### config.mk
export PLATFORM = sky130hd
export DESIGN_NAME = muldiv
export DESIGN_NICKNAME = d
export VERILOG_FILES = /design/src/rtl/cpu_types_pkg.sv /design/src/rtl/muldiv.sv
export SDC_FILE = /design/constraint.sdc
export NUM_CORES = 1
export LEC_CHECK = 0
export CORE_ASPECT_RATIO = 0.8
export CORE_MARGIN = 5
export CORE_UTILIZATION = 50
export CTS_CLUSTER_SIZE = 12
export DETAILED_ROUTE_END_ITERATION = 8
export PLACE_DENSITY = 0.71
export SETUP_SLACK_MARGIN = 0.3
export SYNTH_ARGS = -nofsm -noshare
export SYNTH_HDL_FRONTEND = slang
export SYNTH_SLANG_ARGS = --single-unit
### constraint.sdc
create_clock -name CLK -period 7.9 [get_ports CLK]
set_input_delay 0.79 -clock CLK [delete_from_list [all_inputs] [get_ports CLK]]
set_output_delay 0.79 -clock CLK [all_outputs]
set_load 0.1 [all_outputs]
### src/rtl/cpu_types_pkg.sv
// Shared types for the iterative multiply/divide unit: operation codes,
// FSM states and small decode helpers.
package cpu_types_pkg;

  typedef enum logic [1:0] {
    MULT  = 2'b00,
    MULTU = 2'b01,
    DIV   = 2'b10,
    DIVU  = 2'b11
  } muldiv_op_t;

  typedef enum logic [1:0] {
    IDLE = 2'b00,
    RUN  = 2'b01,
    DONE = 2'b10
  } muldiv_state_t;

  localparam int unsigned ITER_CNT_W = 6;

  function automatic logic op_is_div(input muldiv_op_t op);
    return (op == DIV) || (op == DIVU);
  endfunction

  function automatic logic op_is_signed(input muldiv_op_t op);
    return (op == MULT) || (op == DIV);
  endfunction

endpackage

### src/rtl/muldiv.sv
// Iterative radix-2 multiplier/divider: shift-add multiply, restoring divide,
// one step per cycle on magnitudes with sign fix-up on the last step.
module muldiv
  import cpu_types_pkg::*;
#(
  parameter int WORD_W = 32
) (
  input  logic              CLK,
  input  logic              nRST,
  input  logic              start,
  input  muldiv_op_t        op,
  input  logic [WORD_W-1:0] port_a,
  input  logic [WORD_W-1:0] port_b,
  output logic              busy,
  output logic              done,
  output logic [WORD_W-1:0] hi,
  output logic [WORD_W-1:0] lo,
  output logic              div_by_zero
);

  localparam int ACC_W = 2 * WORD_W;
  localparam logic [ITER_CNT_W-1:0] LAST_ITER = ITER_CNT_W'(WORD_W - 1);

  muldiv_state_t           state_q, state_d;
  muldiv_op_t              op_q;
  logic [ACC_W-1:0]        acc_q;
  logic [WORD_W-1:0]       opb_q;
  logic                    sign_a_q, sign_b_q;
  logic [ITER_CNT_W-1:0]   cnt_q;
  logic [WORD_W-1:0]       hi_q, lo_q;
  logic                    dbz_q;

  logic                    start_dbz;
  logic [WORD_W-1:0]       mag_a, mag_b;
  logic [WORD_W:0]         mul_sum, rem_shift, rem_diff;
  logic [ACC_W-1:0]        step_acc, fin_acc;

  always_comb begin
    start_dbz = op_is_div(op) && (port_b == '0);
    mag_a = (op_is_signed(op) && port_a[WORD_W-1]) ? -port_a : port_a;
    mag_b = (op_is_signed(op) && port_b[WORD_W-1]) ? -port_b : port_b;
  end

  always_comb begin
    state_d = state_q;
    case (state_q)
      IDLE:    if (start) state_d = start_dbz ? DONE : RUN;
      RUN:     if (cnt_q == LAST_ITER) state_d = DONE;
      DONE:    state_d = IDLE;
      default: state_d = IDLE;
    endcase
  end

  // Accumulator holds {partial product, multiplier} or {remainder, dividend/quotient}.
  always_comb begin
    mul_sum   = {1'b0, acc_q[ACC_W-1:WORD_W]} + (acc_q[0] ? {1'b0, opb_q} : '0);
    rem_shift = {acc_q[ACC_W-1:WORD_W], acc_q[WORD_W-1]};
    rem_diff  = rem_shift - {1'b0, opb_q};
    if (op_is_div(op_q)) begin
      if (rem_diff[WORD_W]) step_acc = {rem_shift[WORD_W-1:0], acc_q[WORD_W-2:0], 1'b0};
      else                  step_acc = {rem_diff[WORD_W-1:0], acc_q[WORD_W-2:0], 1'b1};
    end else begin
      step_acc = {mul_sum, acc_q[WORD_W-1:1]};
    end

    fin_acc = step_acc;
    if (op_is_signed(op_q)) begin
      if (op_is_div(op_q)) begin
        if (sign_a_q ^ sign_b_q) fin_acc[WORD_W-1:0] = -step_acc[WORD_W-1:0];
        if (sign_a_q)            fin_acc[ACC_W-1:WORD_W] = -step_acc[ACC_W-1:WORD_W];
      end else if (sign_a_q ^ sign_b_q) begin
        fin_acc = -step_acc;
      end
    end
  end

  always_ff @(posedge CLK or negedge nRST) begin
    if (!nRST) begin
      state_q  <= IDLE;
      op_q     <= MULT;
      acc_q    <= '0;
      opb_q    <= '0;
      sign_a_q <= 1'b0;
      sign_b_q <= 1'b0;
      cnt_q    <= '0;
      hi_q     <= '0;
      lo_q     <= '0;
      dbz_q    <= 1'b0;
    end else begin
      state_q <= state_d;
      case (state_q)
        IDLE: begin
          if (start) begin
            op_q     <= op;
            sign_a_q <= op_is_signed(op) & port_a[WORD_W-1];
            sign_b_q <= op_is_signed(op) & port_b[WORD_W-1];
            opb_q    <= mag_b;
            acc_q    <= {{WORD_W{1'b0}}, mag_a};
            cnt_q    <= '0;
            if (start_dbz) begin
              hi_q  <= port_a;
              lo_q  <= '1;
              dbz_q <= 1'b1;
            end
          end
        end
        RUN: begin
          acc_q <= step_acc;
          cnt_q <= cnt_q + 1'b1;
          if (cnt_q == LAST_ITER) begin
            hi_q  <= fin_acc[ACC_W-1:WORD_W];
            lo_q  <= fin_acc[WORD_W-1:0];
            dbz_q <= 1'b0;
          end
        end
        default: ;
      endcase
    end
  end

  assign busy        = (state_q != IDLE);
  assign done        = (state_q == DONE);
  assign hi          = hi_q;
  assign lo          = lo_q;
  assign div_by_zero = dbz_q;

endmodule
Word level (Yosys, flattened, before mapping)

Cells that the tools add are included.

Logic and storage cells: 78
Flip-flop bits (word level): 173
Output and inout port bits: 67
Input port bits: 69

Reduce and logical (&&, ||, !) cells: 17
Bitwise logic cells: 3
$add $sub $neg: 8
Eq/ne operators: 10
Mux-type cells: 30

Operators with widths:

| operator                                      | count |
|---|---|
| 2-to-1 mux 64 bit                             | 6 |
| 2-to-1 mux 32 bit                             | 11 |
| negation 32 bit                               | 4 |
| case mux 32 bit (2 select lines)              | 2 |
| case mux 64 bit (2 select lines)              | 1 |
| negation 64 bit                               | 1 |
| adder 32 x 32 -> 33 bit                       | 1 |
| subtractor 33 x 32 -> 33 bit                  | 1 |
| zero test 32 bit                              | 1 |
| case mux 6 bit (2 select lines)               | 1 |
| == test 2 bit, second input constant          | 5 |
| adder 6 x 1 -> 6 bit, second input constant   | 1 |
| == test 6 x 5 -> 1 bit, second input constant | 1 |
| zero test 2 bit                               | 3 |
| 2-to-1 mux 2 bit                              | 3 |
| 2-to-1 mux 6 bit                              | 1 |
| inequality test 2 bit, second input constant  | 3 |
| AND reduction 2 bit                           | 3 |
| logical OR 1 bit                              | 4 |
| case mux 2 bit (2 select lines)               | 1 |
| AND reduction 4 bit                           | 1 |
| nonzero test 2 bit                            | 2 |
| logical AND 1 bit                             | 3 |
| 2-to-1 mux 1 bit                              | 3 |
| other kinds (4)                               | 5 |

Depth between registers and ports, before layout

Gate-level depths: netlist of the first run.

Depth after elaboration: 9
Gate-level depth with buffers: 22
Depth with buffers taken out: 22

Worst setup path after synthesis of the first run

Ideal clock, no wire load.

Path kind: register -> register
Start point: register acc_q[31]
End point: register hi_q[26] (netlist: hi[26])
Setup slack: 2449 ps
Data arrival time: 5327 ps
Data required time: 7776 ps
Cell stages (with the launch flop): 20
Path buffers: 0
Period minus slack after synthesis: 5451 ps
Cell sequence: dfrtp_1 inv_1 ha_1 inv_1 fa_1 a211oi_2 nor3_1 o31ai_1 a21boi_2 o2111ai_2 a21boi_0 ha_1 nand2_1 or4b_1 or3_1 nor4_2 nor2_1 o41ai_2 mux2_1 a211o_1

Cells in the longest elaborated chain, start to end: 9
Elaborated cells on any way between the ends: 11

Ends and longest elaborated chain:

| what                                                          | RTL line                   | source |
|---|---|---|
| start, declared                                               | muldiv.sv:26               | `logic [ACC_W-1:0] acc_q;` |
| start signal, assigned                                        | muldiv.sv:98               | `acc_q <= {{WORD_W{1'b0}}, mag_a};` |
| start signal, assigned                                        | muldiv.sv:108              | `acc_q <= step_acc;` |
| subtractor 33 x 32 -> 33 bit                                  | muldiv.sv:58               | `rem_diff = rem_shift - {1'b0, opb_q};` |
| 2-to-1 mux 64 bit                                             | muldiv.sv:60               | `if (rem_diff[WORD_W]) step_acc = {rem_shift[WORD_W-1:0], acc_q[WORD_W-2:0], 1'b0};` |
| 2-to-1 mux 64 bit (*)                                         | muldiv.sv:59               | `if (op_is_div(op_q)) begin` |
| negation 64 bit / negation 32 bit (equally long branches)     | muldiv.sv:72, muldiv.sv:70 |  |
| 2-to-1 mux 64 bit / 2-to-1 mux 32 bit (equally long branches) | muldiv.sv:71, muldiv.sv:70 |  |
| 2-to-1 mux 64 bit                                             | muldiv.sv:68               | `if (op_is_div(op_q)) begin` |
| 2-to-1 mux 64 bit (*)                                         | muldiv.sv:67               | `if (op_is_signed(op_q)) begin` |
| 2-to-1 mux 32 bit (*)                                         | muldiv.sv:110              | `if (cnt_q == LAST_ITER) begin` |
| case mux 32 bit (2 select lines) (*)                          | muldiv.sv:91               | `case (state_q)` |
| end signal, assigned                                          | muldiv.sv:101              | `hi_q <= port_a;` |
| end signal, assigned                                          | muldiv.sv:111              | `hi_q <= fin_acc[ACC_W-1:WORD_W];` |
| end, declared                                                 | muldiv.sv:30               | `logic [WORD_W-1:0] hi_q, lo_q;` |

Mark *: on every way between the ends. The rest lies on a longest branch, timed or not. The select of a mux whose other input is x is not followed.
A chain may end at the register's enable or synchronous reset.

Worst setup path after layout of the first run

Same ends and word-level chain as after synthesis.

==> results of run 1 <==
==> registers in the layout, summed over array words and instances (netlist names) <==
signal       cells
cnt_q            6
hi              32
sign_a_q         1
acc_q           64
sign_b_q         1
op_q             2
opb_q           32
lo              32
state_q          2
div_by_zero      1
==> placed cells by master, fill, tap and decap left out, drive strengths merged, types with 24 or more instances in the layout <==
master and count:
nor2 165, xor2 58, o21ai 179, nand2 212, a21o 35, a31oi 26, and2 51, nand3 70
o211ai 36, and3 33, or3 24, mux2i 51, xnor2 83, nor3 60, clkdlybuf4s50 134, a21oi 165
inv 72, ha 69, dfrtp 173
==> final cells by class <==
| type | instances | area (um^2) |
|---|---|---|
| Clock buffer | 19 | 433 |
| Clock inverter | 13 | 156 |
| Fill cell | 2780 | 12800 |
| Inverter | 68 | 255 |
| Multi-Input combinational cell | 1631 | 10500 |
| Sequential cell | 173 | 4330 |
| Tap cell | 413 | 517 |
| Timing Repair Buffer | 152 | 1480 |
==> metal layers <==
layer | share of wire (%) | vias to the layer above | global-route usage, %
met5 | 0 | - | 0
met4 | 2.3 | 0 | 8.07
met3 | 13 | 100 | 11.6
met2 | 41 | 938 | 43.3
met1 | 44 | 7659 | 45.5
li1 | - | 7334 | -
==> critical path: cells and delay by family (launching register included) <==
kind / cells / cell delay (ps)
AO/OA/AOI/OAI: 7 / 2700
AND/OR/NAND/NOR: 6 / 2030
adder cells (fa/ha/maj): 3 / 860
flip-flops: 1 / 390
multiplexers: 1 / 360
buffers and inverters: 2 / 150
==> cells by family after synthesis <==
kind of cell	count (synthesis)	synth area share [%]
fa+ha+maj	71	5.82
simple gates	735	23.6
xor+xnor	141	7.96
flops	173	27.9
buf+inv	173	4.54
compound gates	617	25.7
mux	67	4.45
==> stage by stage <==
stage | hold slack [ps] | area, um^2
6_report | 346 | 17700
5_1_grt | 419 | 17700
4_1_cts | 399 | 17700
3_5_place_dp | 478 | 17100
3_3_place_gp | 470 | 17100
2_1_floorplan | 449 | 15500
==> how the worst max path moves through the flow <==
stage	start	end	slack [ps]	cells past startpoint
4_1_cts	acc_q[31]$_DFFE_PN0P_	hi[26]$_DFFE_PN0P_	1490	19
3_5_place_dp	acc_q[31]$_DFFE_PN0P_	hi[26]$_DFFE_PN0P_	1580	19
5_1_grt	acc_q[31]$_DFFE_PN0P_	hi[26]$_DFFE_PN0P_	930	19
6_report	acc_q[31]$_DFFE_PN0P_	hi[26]$_DFFE_PN0P_	1300	19
2_1_floorplan	acc_q[31]$_DFFE_PN0P_	hi[26]$_DFFE_PN0P_	2450	19
3_3_place_gp	acc_q[31]$_DFFE_PN0P_	hi[26]$_DFFE_PN0P_	1810	19
==> flow_results.xml, run 1 <==
<?xml version="1.0" encoding="UTF-8"?>
<metrics>
  <group name="worst_setup_path">
    <metric name="ff2ff_path_depth" unit="">19</metric>
    <metric name="max_stage_delay" unit="ps">590</metric>
    <metric name="critical_path.cell_chain" unit="">inv_1 -&gt; ha_1 -&gt; inv_1 -&gt; fa_1 -&gt; a211oi_2 -&gt; nor3_1 -&gt; o31ai_1 -&gt; a21boi_2 -&gt; o2111ai_2 -&gt; a21boi_0 -&gt; ha_1 -&gt; nand2_1 -&gt; or4b_1 -&gt; or3_1 -&gt; nor4_2 -&gt; nor2_1 -&gt; o41ai_2 -&gt; mux2_1 -&gt; a211o_1</metric>
    <metric name="regToRegEndpoint" unit="">hi[26]$_DFFE_PN0P_</metric>
    <metric name="setup.worst_path.start_class" unit="">flip-flop</metric>
    <metric name="setup.worst_path.end_class" unit="">flip-flop</metric>
    <metric name="data_arrival_time_of_the_critical_path" unit="ps">6930</metric>
    <metric name="reg2reg_setup_slack" unit="ps">1300</metric>
    <metric name="path_class" unit="">flip-flop to flip-flop</metric>
    <metric name="cpMaxStageDelayCell" unit="">sky130_fd_sc_hd__o2111ai_2</metric>
    <metric name="critical_path.reg2reg.startpoint" unit="">acc_q[31]$_DFFE_PN0P_</metric>
    <metric name="crit_required" unit="ps">8240</metric>
    <metric name="highest_fanout_seen_on_the_critical_path" unit="">10</metric>
  </group>
  <group name="layout">
    <metric name="synthToLayoutAreaGrowth" unit="%">14.0</metric>
    <metric name="layout_nets" unit="">2183</metric>
    <metric name="final_cells" unit="">2469</metric>
    <metric name="n_antenna_cell" unit="">0</metric>
    <metric name="layout-drive-gt1-share" unit="%">5.74</metric>
    <metric name="layout.core_utilization" unit="%">58.1</metric>
  </group>
  <group name="clock_network">
    <metric name="cts_root_buffer" unit="">sky130_fd_sc_hd__clkbuf_16</metric>
    <metric name="clkLatencyLatePin" unit="ps">460</metric>
    <metric name="clock_path_buffers" unit="">2</metric>
    <metric name="cts-hold-fix-buffers" unit="">0</metric>
    <metric name="htree_num_levels" unit="">4</metric>
    <metric name="clk_transition_reported_paths" unit="ps">80</metric>
    <metric name="ctsResizeCount" unit="">0</metric>
    <metric name="post-cts-setup-buffer-count" unit="">0</metric>
    <metric name="cts_tree" unit="">built</metric>
    <metric name="clock_sinks" unit="">173</metric>
    <metric name="cts_made_buffers" unit="">17</metric>
  </group>
  <group name="job">
    <metric name="cap_violations" unit="">0</metric>
  </group>
  <group name="timing">
    <metric name="slew_viol_final" unit="">0</metric>
    <metric name="finalWorstSetupSlack" unit="ps">1300</metric>
    <metric name="min_period" unit="ps">6600</metric>
    <metric name="fin_worst_skew" unit="ps">20.8</metric>
    <metric name="fin_tns_setup" unit="ps">0</metric>
    <metric name="setup_repair_after_global_routing_missed_its_margin" unit="">false</metric>
    <metric name="final-hold-violation-count" unit="">0</metric>
    <metric name="timing_worst_slew_pin_value" unit="ps">1260</metric>
    <metric name="final.period_utilization" unit="%">83.5</metric>
    <metric name="setup_viol_count_final" unit="">0</metric>
    <metric name="max_clock_freq" unit="MHz">152</metric>
    <metric name="relative_slew_slack" unit="%">15.8</metric>
  </group>
  <group name="synth">
    <metric name="synthMostInstantiatedCell" unit="">sky130_fd_sc_hd__nand2_1</metric>
    <metric name="synthesis.yosys.warnings" unit="">0</metric>
    <metric name="post_synth_num_cell_types" unit="">102</metric>
    <metric name="ys_async_sr_fraction" unit="%">100</metric>
    <metric name="synthDominantCellAreaShare" unit="%">27.9</metric>
    <metric name="postSynthCellCount" unit="">1977</metric>
    <metric name="ys_ff_latch" unit="">173</metric>
    <metric name="mappedNetlistNets" unit="">2117</metric>
    <metric name="synth_common_cells" unit="">sky130_fd_sc_hd__nand2_1 (212), sky130_fd_sc_hd__o21ai_0 (174), sky130_fd_sc_hd__dfrtp_1 (173), sky130_fd_sc_hd__a21oi_1 (164), sky130_fd_sc_hd__nor2_1 (164)</metric>
    <metric name="synth_top_area_cells" unit="">sky130_fd_sc_hd__dfrtp_1 (28%), sky130_fd_sc_hd__o21ai_0 (5.6%), sky130_fd_sc_hd__ha_1 (5.6%)</metric>
    <metric name="seq_area_frac_synth" unit="%">27.9</metric>
    <metric name="synth_area_per_cell" unit="um^2">7.84</metric>
    <metric name="synth_top_area_cell" unit="">sky130_fd_sc_hd__dfrtp_1</metric>
    <metric name="ys.flop_type" unit="">sky130_fd_sc_hd__dfrtp_1</metric>
    <metric name="synthesis.area" unit="um^2">15500</metric>
    <metric name="synth_enable_flop_cells" unit="">0</metric>
  </group>
  <group name="grt">
    <metric name="antenna_found_initial" unit="">0</metric>
    <metric name="grt_overflow" unit="">0</metric>
    <metric name="via_count_of_the_first_global_routing_pass" unit="">14700</metric>
    <metric name="wire_length_of_the_first_global_routing_pass" unit="um">85400</metric>
    <metric name="grt_max_degree" unit="">95</metric>
    <metric name="grt_util_all_layers" unit="%">31.1</metric>
  </group>
  <group name="place">
    <metric name="io_buffer_count" unit="">135</metric>
    <metric name="final_wtd_congestion" unit="">1.04</metric>
    <metric name="dpl_worst_slack" unit="ps">1580</metric>
    <metric name="place_hpwl" unit="um">41600</metric>
    <metric name="placed_cells" unit="">2437</metric>
  </group>
  <group name="run_status">
    <metric name="outcome" unit="">complete, no violations</metric>
  </group>
  <group name="routing">
    <metric name="drt_iter0_drc" unit="">2017</metric>
    <metric name="vias" unit="">16000</metric>
    <metric name="ant_nets" unit="">0</metric>
    <metric name="first_pass_iters" unit="">6</metric>
    <metric name="drc" unit="">0</metric>
    <metric name="routed_wire_length_per_instance" unit="um">22.5</metric>
    <metric name="route.final.wire_length" unit="um">55600</metric>
    <metric name="post_drt_via_cell_ratio" unit="">6.49</metric>
  </group>
  <group name="floorplanning">
    <metric name="chipHeight" unit="um">168</metric>
    <metric name="die_width" unit="um">207</metric>
    <metric name="io_pins" unit="">136</metric>
    <metric name="core_area" unit="um^2">30500</metric>
    <metric name="start_util" unit="%">50.9</metric>
    <metric name="floorplan.die_area" unit="um^2">34700</metric>
    <metric name="floorplan.rows" unit="">57</metric>
  </group>
  <group name="hold_path">
    <metric name="timing.hold.worst.class" unit="">input port to async pin</metric>
  </group>
</metrics>
Power of run 1 is not shown: default switching activity piles up to over one toggle a cycle in this logic, so the estimate is an artifact.
==> run 2, diff against run 1 <==
- clock period: 7.9 -> 6.4 ns (I/O delays scaled with it)
==> run 2 against run 1 <==
  * Worst setup slack worse by 630 ps
  * Non-clock buffer count grew 12
  * Critical path depth is 3 higher
  * Routed wire length grew 6.0%
  * Cell count is 0.49% higher
  * Critical endpoint is now hi[24]$_DFFE_PN0P_
==> flow_results.xml, run 2 (synthesis results as in run 1) <==
<?xml version="1.0" encoding="UTF-8"?>
<metrics>
  <group name="layout">
    <metric name="sequential_cell_area" unit="um^2">4330</metric>
    <metric name="top_library_cells_by_usage_in_the_layout_fill_and_taps_aside" unit="">sky130_fd_sc_hd__nand2_1 (211), sky130_fd_sc_hd__o21ai_0 (174), sky130_fd_sc_hd__dfrtp_1 (172)</metric>
    <metric name="final_cell_area" unit="um^2">17800</metric>
    <metric name="layout_nets" unit="">2195</metric>
    <metric name="registers.top_by_ff_count" unit="">acc_q</metric>
    <metric name="layout-drive-gt1-share" unit="%">6.43</metric>
    <metric name="largest_reg_flops" unit="">64</metric>
    <metric name="multi_input_comb_area" unit="um^2">10500</metric>
    <metric name="n_antenna_cell" unit="">0</metric>
    <metric name="synthToLayoutAreaGrowth" unit="%">14.8</metric>
    <metric name="filler_cell_count" unit="">2813</metric>
    <metric name="leading_cell_type_in_the_layout_fill_and_taps_excluded" unit="">sky130_fd_sc_hd__nand2_1</metric>
  </group>
  <group name="clock_network">
    <metric name="clk_transition_reported_paths" unit="ps">90</metric>
    <metric name="cts_tree" unit="">built</metric>
    <metric name="cts-hold-fix-buffers" unit="">0</metric>
    <metric name="clkLatencyLatePin" unit="ps">470</metric>
    <metric name="post-cts-setup-buffer-count" unit="">0</metric>
    <metric name="clock_sinks" unit="">173</metric>
    <metric name="clock_path_buffers" unit="">2</metric>
    <metric name="htree_num_levels" unit="">4</metric>
    <metric name="cts_made_buffers" unit="">17</metric>
    <metric name="ctsResizeCount" unit="">0</metric>
    <metric name="cts_root_buffer" unit="">sky130_fd_sc_hd__clkbuf_16</metric>
  </group>
  <group name="worst_setup_path">
    <metric name="crit_required" unit="ps">6740</metric>
    <metric name="worst_path_dominant_cell_family" unit="">compound AO/OA/AOI/OAI gates</metric>
    <metric name="critical_path.cell_chain" unit="">inv_1 -&gt; ha_1 -&gt; inv_1 -&gt; fa_1 -&gt; a211oi_2 -&gt; nor3_1 -&gt; o31ai_2 -&gt; a21boi_2 -&gt; o2111ai_2 -&gt; a21boi_1 -&gt; ha_1 -&gt; nand2_1 -&gt; or4b_1 -&gt; or3_1 -&gt; nor4_4 -&gt; nand4_1 -&gt; nor2_1 -&gt; a21o_1 -&gt; inv_1 -&gt; o41a_1 -&gt; mux2i_1 -&gt; nand3_1</metric>
    <metric name="setup.worst_path.start_class" unit="">flip-flop</metric>
    <metric name="highest_fanout_seen_on_the_critical_path" unit="">5</metric>
    <metric name="path_common_cell" unit="">sky130_fd_sc_hd__inv_1</metric>
    <metric name="data_arrival_time_of_the_critical_path" unit="ps">6060</metric>
    <metric name="path_class" unit="">flip-flop to flip-flop</metric>
    <metric name="cp_num_buf_inv" unit="">3</metric>
    <metric name="setup.worst_path.end_class" unit="">flip-flop</metric>
    <metric name="max_stage_delay" unit="ps">590</metric>
    <metric name="cpMaxStageDelayCell" unit="">sky130_fd_sc_hd__or4b_1</metric>
  </group>
  <group name="timing">
    <metric name="final-hold-violation-count" unit="">0</metric>
    <metric name="fin_worst_skew" unit="ps">16.0</metric>
    <metric name="fin_hold_ws" unit="ps">137</metric>
    <metric name="setup_viol_count_final" unit="">0</metric>
    <metric name="fin_tns_setup" unit="ps">0</metric>
    <metric name="relative_slew_slack" unit="%">9.49</metric>
    <metric name="final.period_utilization" unit="%">89.4</metric>
    <metric name="finalWorstSetupSlack" unit="ps">678</metric>
    <metric name="min_period" unit="ps">5720</metric>
    <metric name="setup_repair_after_global_routing_missed_its_margin" unit="">false</metric>
    <metric name="slew_viol_final" unit="">0</metric>
    <metric name="max_clock_freq" unit="MHz">175</metric>
    <metric name="timing_worst_slew_pin_value" unit="ps">1350</metric>
  </group>
  <group name="run_status">
    <metric name="outcome" unit="">complete, no violations</metric>
  </group>
  <group name="routing">
    <metric name="route.final.wire_length" unit="um">58900</metric>
    <metric name="drc" unit="">0</metric>
    <metric name="drt_iter0_drc" unit="">1727</metric>
    <metric name="vias" unit="">16000</metric>
    <metric name="first_pass_iters" unit="">6</metric>
    <metric name="routed_wire_length_per_instance" unit="um">23.8</metric>
    <metric name="post_drt_via_cell_ratio" unit="">6.44</metric>
    <metric name="ant_nets" unit="">0</metric>
  </group>
  <group name="grt">
    <metric name="grt_overflow" unit="">0</metric>
    <metric name="grt_util_all_layers" unit="%">33.8</metric>
    <metric name="wire_length_of_the_first_global_routing_pass" unit="um">91200</metric>
    <metric name="antenna_found_initial" unit="">2</metric>
    <metric name="via_count_of_the_first_global_routing_pass" unit="">15200</metric>
    <metric name="grt_max_degree" unit="">92</metric>
  </group>
  <group name="floorplanning">
    <metric name="start_util" unit="%">50.9</metric>
    <metric name="io_pins" unit="">136</metric>
    <metric name="chipHeight" unit="um">168</metric>
    <metric name="floorplan.die_area" unit="um^2">34700</metric>
    <metric name="core_area" unit="um^2">30500</metric>
    <metric name="floorplan.rows" unit="">57</metric>
    <metric name="die_width" unit="um">207</metric>
  </group>
  <group name="place">
    <metric name="io_buffer_count" unit="">135</metric>
    <metric name="final_wtd_congestion" unit="">1.01</metric>
    <metric name="dpl-instance-area" unit="um^2">17200</metric>
    <metric name="place_hpwl" unit="um">44800</metric>
    <metric name="dpl_worst_slack" unit="ps">512</metric>
  </group>
  <group name="job">
    <metric name="cap_violations" unit="">0</metric>
  </group>
  <group name="hold_path">
    <metric name="timing.hold.worst.class" unit="">input port to async pin</metric>
  </group>
</metrics>
-- run 2: final timing paths --
path | startpoint | end | slack [ps] | cells past startpoint
worst max-delay path | acc_q[31]$_DFFE_PN0P_ | hi[24]$_DFFE_PN0P_ | 680 | 22
worst min-delay path | nRST | opb_q[8]$_DFFE_PN0P_ | 140 | 1
worst max register to register | acc_q[31]$_DFFE_PN0P_ | hi[24]$_DFFE_PN0P_ | 680 | 22
worst min register to register | hi[11]$_DFFE_PN0P_ | hi[11]$_DFFE_PN0P_ | 490 | 2
max in group asynchronous | nRST | op_q[1]$_DFFE_PN0P_ | 4910 | 2
min in group CLK | hi[11]$_DFFE_PN0P_ | hi[11]$_DFFE_PN0P_ | 490 | 2
-- run 2: worst register-to-register path: cells and delay by family, from the launching register on --
| kind | cells | cell delay (ps) |
|---|---|---|
| AO/OA/AOI/OAI | 7 | 2050 |
| AND/OR/NAND/NOR | 8 | 1980 |
| adder cells (fa/ha/maj) | 3 | 830 |
| flip-flops | 1 | 400 |
| buffers and inverters | 3 | 220 |
| multiplexers | 1 | 130 |
-- run 2: area by class of cell --
type | instances | share of cell area, %
Inverter | 68 | 1.43
Sequential cell | 173 | 24.3
Tap cell | 413 | 2.90
Multi-Input combinational cell | 1631 | 59.1
Clock inverter | 14 | 0.899
Timing Repair Buffer | 164 | 8.88
Clock buffer | 18 | 2.47
-- run 2: stage by stage --
| step | util (%) | std cells |
|---|---|---|
| after CTS | 58.4 | 2480 |
| after floorplan | - | 1977 |
| final | 58.5 | 2481 |
| after detailed placement | 56.4 | 2448 |
| after global routing | 58.5 | 2481 |
| after global placement | 56.4 | 2448 |
-- run 2: layer usage --
metal / global-route usage [%] / routed length (um) / up-vias / part of all wire (%)
met5: 0 / 24 / - / 0.041
met4: 7.30 / 1050 / 4 / 1.8
met3: 10.7 / 6790 / 76 / 12
met2: 47.2 / 24100 / 786 / 41
met1: 51.0 / 27000 / 7736 / 46
li1: - / - / 7381 / -
Power of run 2 is left out for the same reason.
==> run 3, diff against run 2 <==
- CORE_ASPECT_RATIO: 0.8 -> unset
==> run 3 against run 2 <==
  * Die area about the same
  * Clock skew increased by 4.4 ps
  * First-iteration DRC count increased by 0.12%
  * Critical path depth decreased by 1
  * Non-clock buffer count decreased by 3
  * Hold slack improved by 72 ps
  * Sequential share of layout area increased by 0.065 points
  * Cell count decreased by 0.81%
  * Critical endpoint unchanged
  * Highest routed layer is now met4
==> flow_results.xml, run 3 (synthesis results as in run 1) <==
<?xml version="1.0" encoding="UTF-8"?>
<metrics>
  <group name="run_status">
    <metric name="outcome" unit="">complete, no violations</metric>
  </group>
  <group name="floorplanning">
    <metric name="die_width" unit="um">186</metric>
    <metric name="io_pins" unit="">136</metric>
    <metric name="floorplan.die_area" unit="um^2">34600</metric>
    <metric name="chipHeight" unit="um">186</metric>
    <metric name="floorplan.rows" unit="">64</metric>
    <metric name="start_util" unit="%">50.7</metric>
    <metric name="core_area" unit="um^2">30600</metric>
  </group>
  <group name="grt">
    <metric name="via_count_of_the_first_global_routing_pass" unit="">15100</metric>
    <metric name="wire_length_of_the_first_global_routing_pass" unit="um">88000</metric>
    <metric name="antenna_found_initial" unit="">1</metric>
    <metric name="grt_util_all_layers" unit="%">32.5</metric>
    <metric name="grt_max_degree" unit="">79</metric>
    <metric name="grt_overflow" unit="">0</metric>
  </group>
  <group name="layout">
    <metric name="leading_cell_type_in_the_layout_fill_and_taps_excluded" unit="">sky130_fd_sc_hd__nand2_1</metric>
    <metric name="n_antenna_cell" unit="">0</metric>
    <metric name="largest_reg_flops" unit="">64</metric>
    <metric name="synthToLayoutAreaGrowth" unit="%">14.5</metric>
    <metric name="registers.top_by_ff_count" unit="">acc_q</metric>
    <metric name="top_library_cells_by_usage_in_the_layout_fill_and_taps_aside" unit="">sky130_fd_sc_hd__nand2_1 (211), sky130_fd_sc_hd__o21ai_0 (174), sky130_fd_sc_hd__dfrtp_1 (172)</metric>
    <metric name="final_cells" unit="">2461</metric>
    <metric name="layout-drive-gt1-share" unit="%">6.30</metric>
    <metric name="layout_nets" unit="">2192</metric>
  </group>
  <group name="worst_setup_path">
    <metric name="crit_required" unit="ps">6740</metric>
    <metric name="max_stage_delay" unit="ps">540</metric>
    <metric name="path_class" unit="">flip-flop to flip-flop</metric>
    <metric name="reg2reg_setup_slack" unit="ps">630</metric>
    <metric name="data_arrival_time_of_the_critical_path" unit="ps">6110</metric>
    <metric name="setup.worst_path.start_class" unit="">flip-flop</metric>
    <metric name="critical_path.cell_chain" unit="">ha_1 -&gt; a21oi_1 -&gt; o21ai_0 -&gt; a221o_1 -&gt; or4_4 -&gt; o2111ai_2 -&gt; a21boi_0 -&gt; buf_4 -&gt; ha_1 -&gt; nand2_1 -&gt; or4b_1 -&gt; or3_1 -&gt; nor4_2 -&gt; buf_4 -&gt; nand4_1 -&gt; nor2_1 -&gt; a21o_1 -&gt; inv_1 -&gt; o41a_1 -&gt; mux2i_1 -&gt; nand3_1</metric>
    <metric name="setup.worst_path.end_class" unit="">flip-flop</metric>
    <metric name="highest_fanout_seen_on_the_critical_path" unit="">9</metric>
    <metric name="cpMaxStageDelayCell" unit="">sky130_fd_sc_hd__or4b_1</metric>
  </group>
  <group name="routing">
    <metric name="route.final.wire_length" unit="um">56800</metric>
    <metric name="drt_iter0_drc" unit="">1729</metric>
    <metric name="first_pass_iters" unit="">7</metric>
    <metric name="post_drt_via_cell_ratio" unit="">6.53</metric>
    <metric name="routed_wire_length_per_instance" unit="um">23.1</metric>
    <metric name="ant_nets" unit="">0</metric>
    <metric name="vias" unit="">16100</metric>
    <metric name="drc" unit="">0</metric>
  </group>
  <group name="timing">
    <metric name="setup_repair_after_global_routing_missed_its_margin" unit="">false</metric>
    <metric name="fin_worst_skew" unit="ps">20.4</metric>
    <metric name="min_period" unit="ps">5770</metric>
    <metric name="slew_viol_final" unit="">0</metric>
    <metric name="setup_viol_count_final" unit="">0</metric>
    <metric name="max_clock_freq" unit="MHz">173</metric>
    <metric name="relative_slew_slack" unit="%">19.8</metric>
    <metric name="final.period_utilization" unit="%">90.1</metric>
    <metric name="timing_worst_slew_pin_value" unit="ps">1200</metric>
    <metric name="finalWorstSetupSlack" unit="ps">631</metric>
    <metric name="final-hold-violation-count" unit="">0</metric>
    <metric name="fin_tns_setup" unit="ps">0</metric>
  </group>
  <group name="clock_network">
    <metric name="clock_sinks" unit="">173</metric>
    <metric name="clk_transition_reported_paths" unit="ps">80</metric>
    <metric name="cts_made_buffers" unit="">17</metric>
    <metric name="post-cts-setup-buffer-count" unit="">0</metric>
    <metric name="clock_path_buffers" unit="">2</metric>
    <metric name="htree_num_levels" unit="">4</metric>
    <metric name="cts_root_buffer" unit="">sky130_fd_sc_hd__clkbuf_16</metric>
    <metric name="cts_tree" unit="">built</metric>
    <metric name="clkLatencyLatePin" unit="ps">470</metric>
  </group>
  <group name="place">
    <metric name="placed_cells" unit="">2429</metric>
    <metric name="io_buffer_count" unit="">135</metric>
    <metric name="final_wtd_congestion" unit="">1.01</metric>
    <metric name="dpl_worst_slack" unit="ps">652</metric>
    <metric name="place_hpwl" unit="um">42100</metric>
  </group>
  <group name="job">
    <metric name="cap_violations" unit="">0</metric>
  </group>
  <group name="hold_path">
    <metric name="timing.hold.worst.class" unit="">input port to async pin</metric>
  </group>
</metrics>
-- run 3: cell types whose count changed in the layout (fill, tap and decap cells not counted), sizes merged --
| cell | before | now |
|---|---|---|
| inv | 77 | 73 |
| buf | 29 | 27 |
| clkinv | 5 | 7 |
| bufinv | 0 | 1 |
| clkbuf | 19 | 18 |
| clkinvlp | 0 | 1 |
-- run 3: through the flow --
stage / hold slack, ps / utilization, % / cell area [um^2]
final: 210 / 58.1 / 17800
after global routing: 251 / 58.1 / 17800
after CTS: 231 / 58.0 / 17800
after detailed placement: 473 / 56.1 / 17100
after global placement: 466 / 56.1 / 17100
after floorplan: 344 / - / 15500
-- run 3: cell type report --
type / count / area (um^2)
Clock buffer: 18 / 429
Clock inverter: 14 / 175
Fill cell: 2839 / 12800
Inverter: 68 / 255
Multi-Input combinational cell: 1631 / 10500
Sequential cell: 173 / 4330
Tap cell: 396 / 495
Timing Repair Buffer: 161 / 1560
-- run 3: final timing paths --
| path | start | to | cells past startpoint |
|---|---|---|---|
| worst max-delay path | acc_q[54]$_DFFE_PN0P_ | hi[24]$_DFFE_PN0P_ | 21 |
| worst min-delay path | nRST | opb_q[9]$_DFFE_PN0P_ | 1 |
| worst max register to register | acc_q[54]$_DFFE_PN0P_ | hi[24]$_DFFE_PN0P_ | 21 |
| worst min register to register | hi[0]$_DFFE_PN0P_ | hi[0]$_DFFE_PN0P_ | 2 |
| max in group asynchronous | nRST | cnt_q[4]$_DFFE_PN0P_ | 2 |
| min in group CLK | hi[0]$_DFFE_PN0P_ | hi[0]$_DFFE_PN0P_ | 2 |
-- run 3: critical path: cells and delay by family (launching register included) --
family	cells	cell delay, ps
buffers and inverters	3	410
adder cells (fa/ha/maj)	2	600
flip-flops	1	420
AND/OR/NAND/NOR	8	2090
multiplexers	1	150
AO/OA/AOI/OAI	7	1970
-- run 3: repair_timing --
item	CTS	global route
resized for setup	0	1
hold buffers	0	0
endpoints found under the setup margin	0	2
-- run 3: routing by layer --
metal  routed length [um]  track usage [%]  up-vias
met3                 4920             5.28      122
met4                 1950             10.4        0
met5                    0                0        -
li1                     -                -     7370
met2                24600             48.8      825
met1                25400             48.0     7757
Power of run 3 is left out for the same reason.
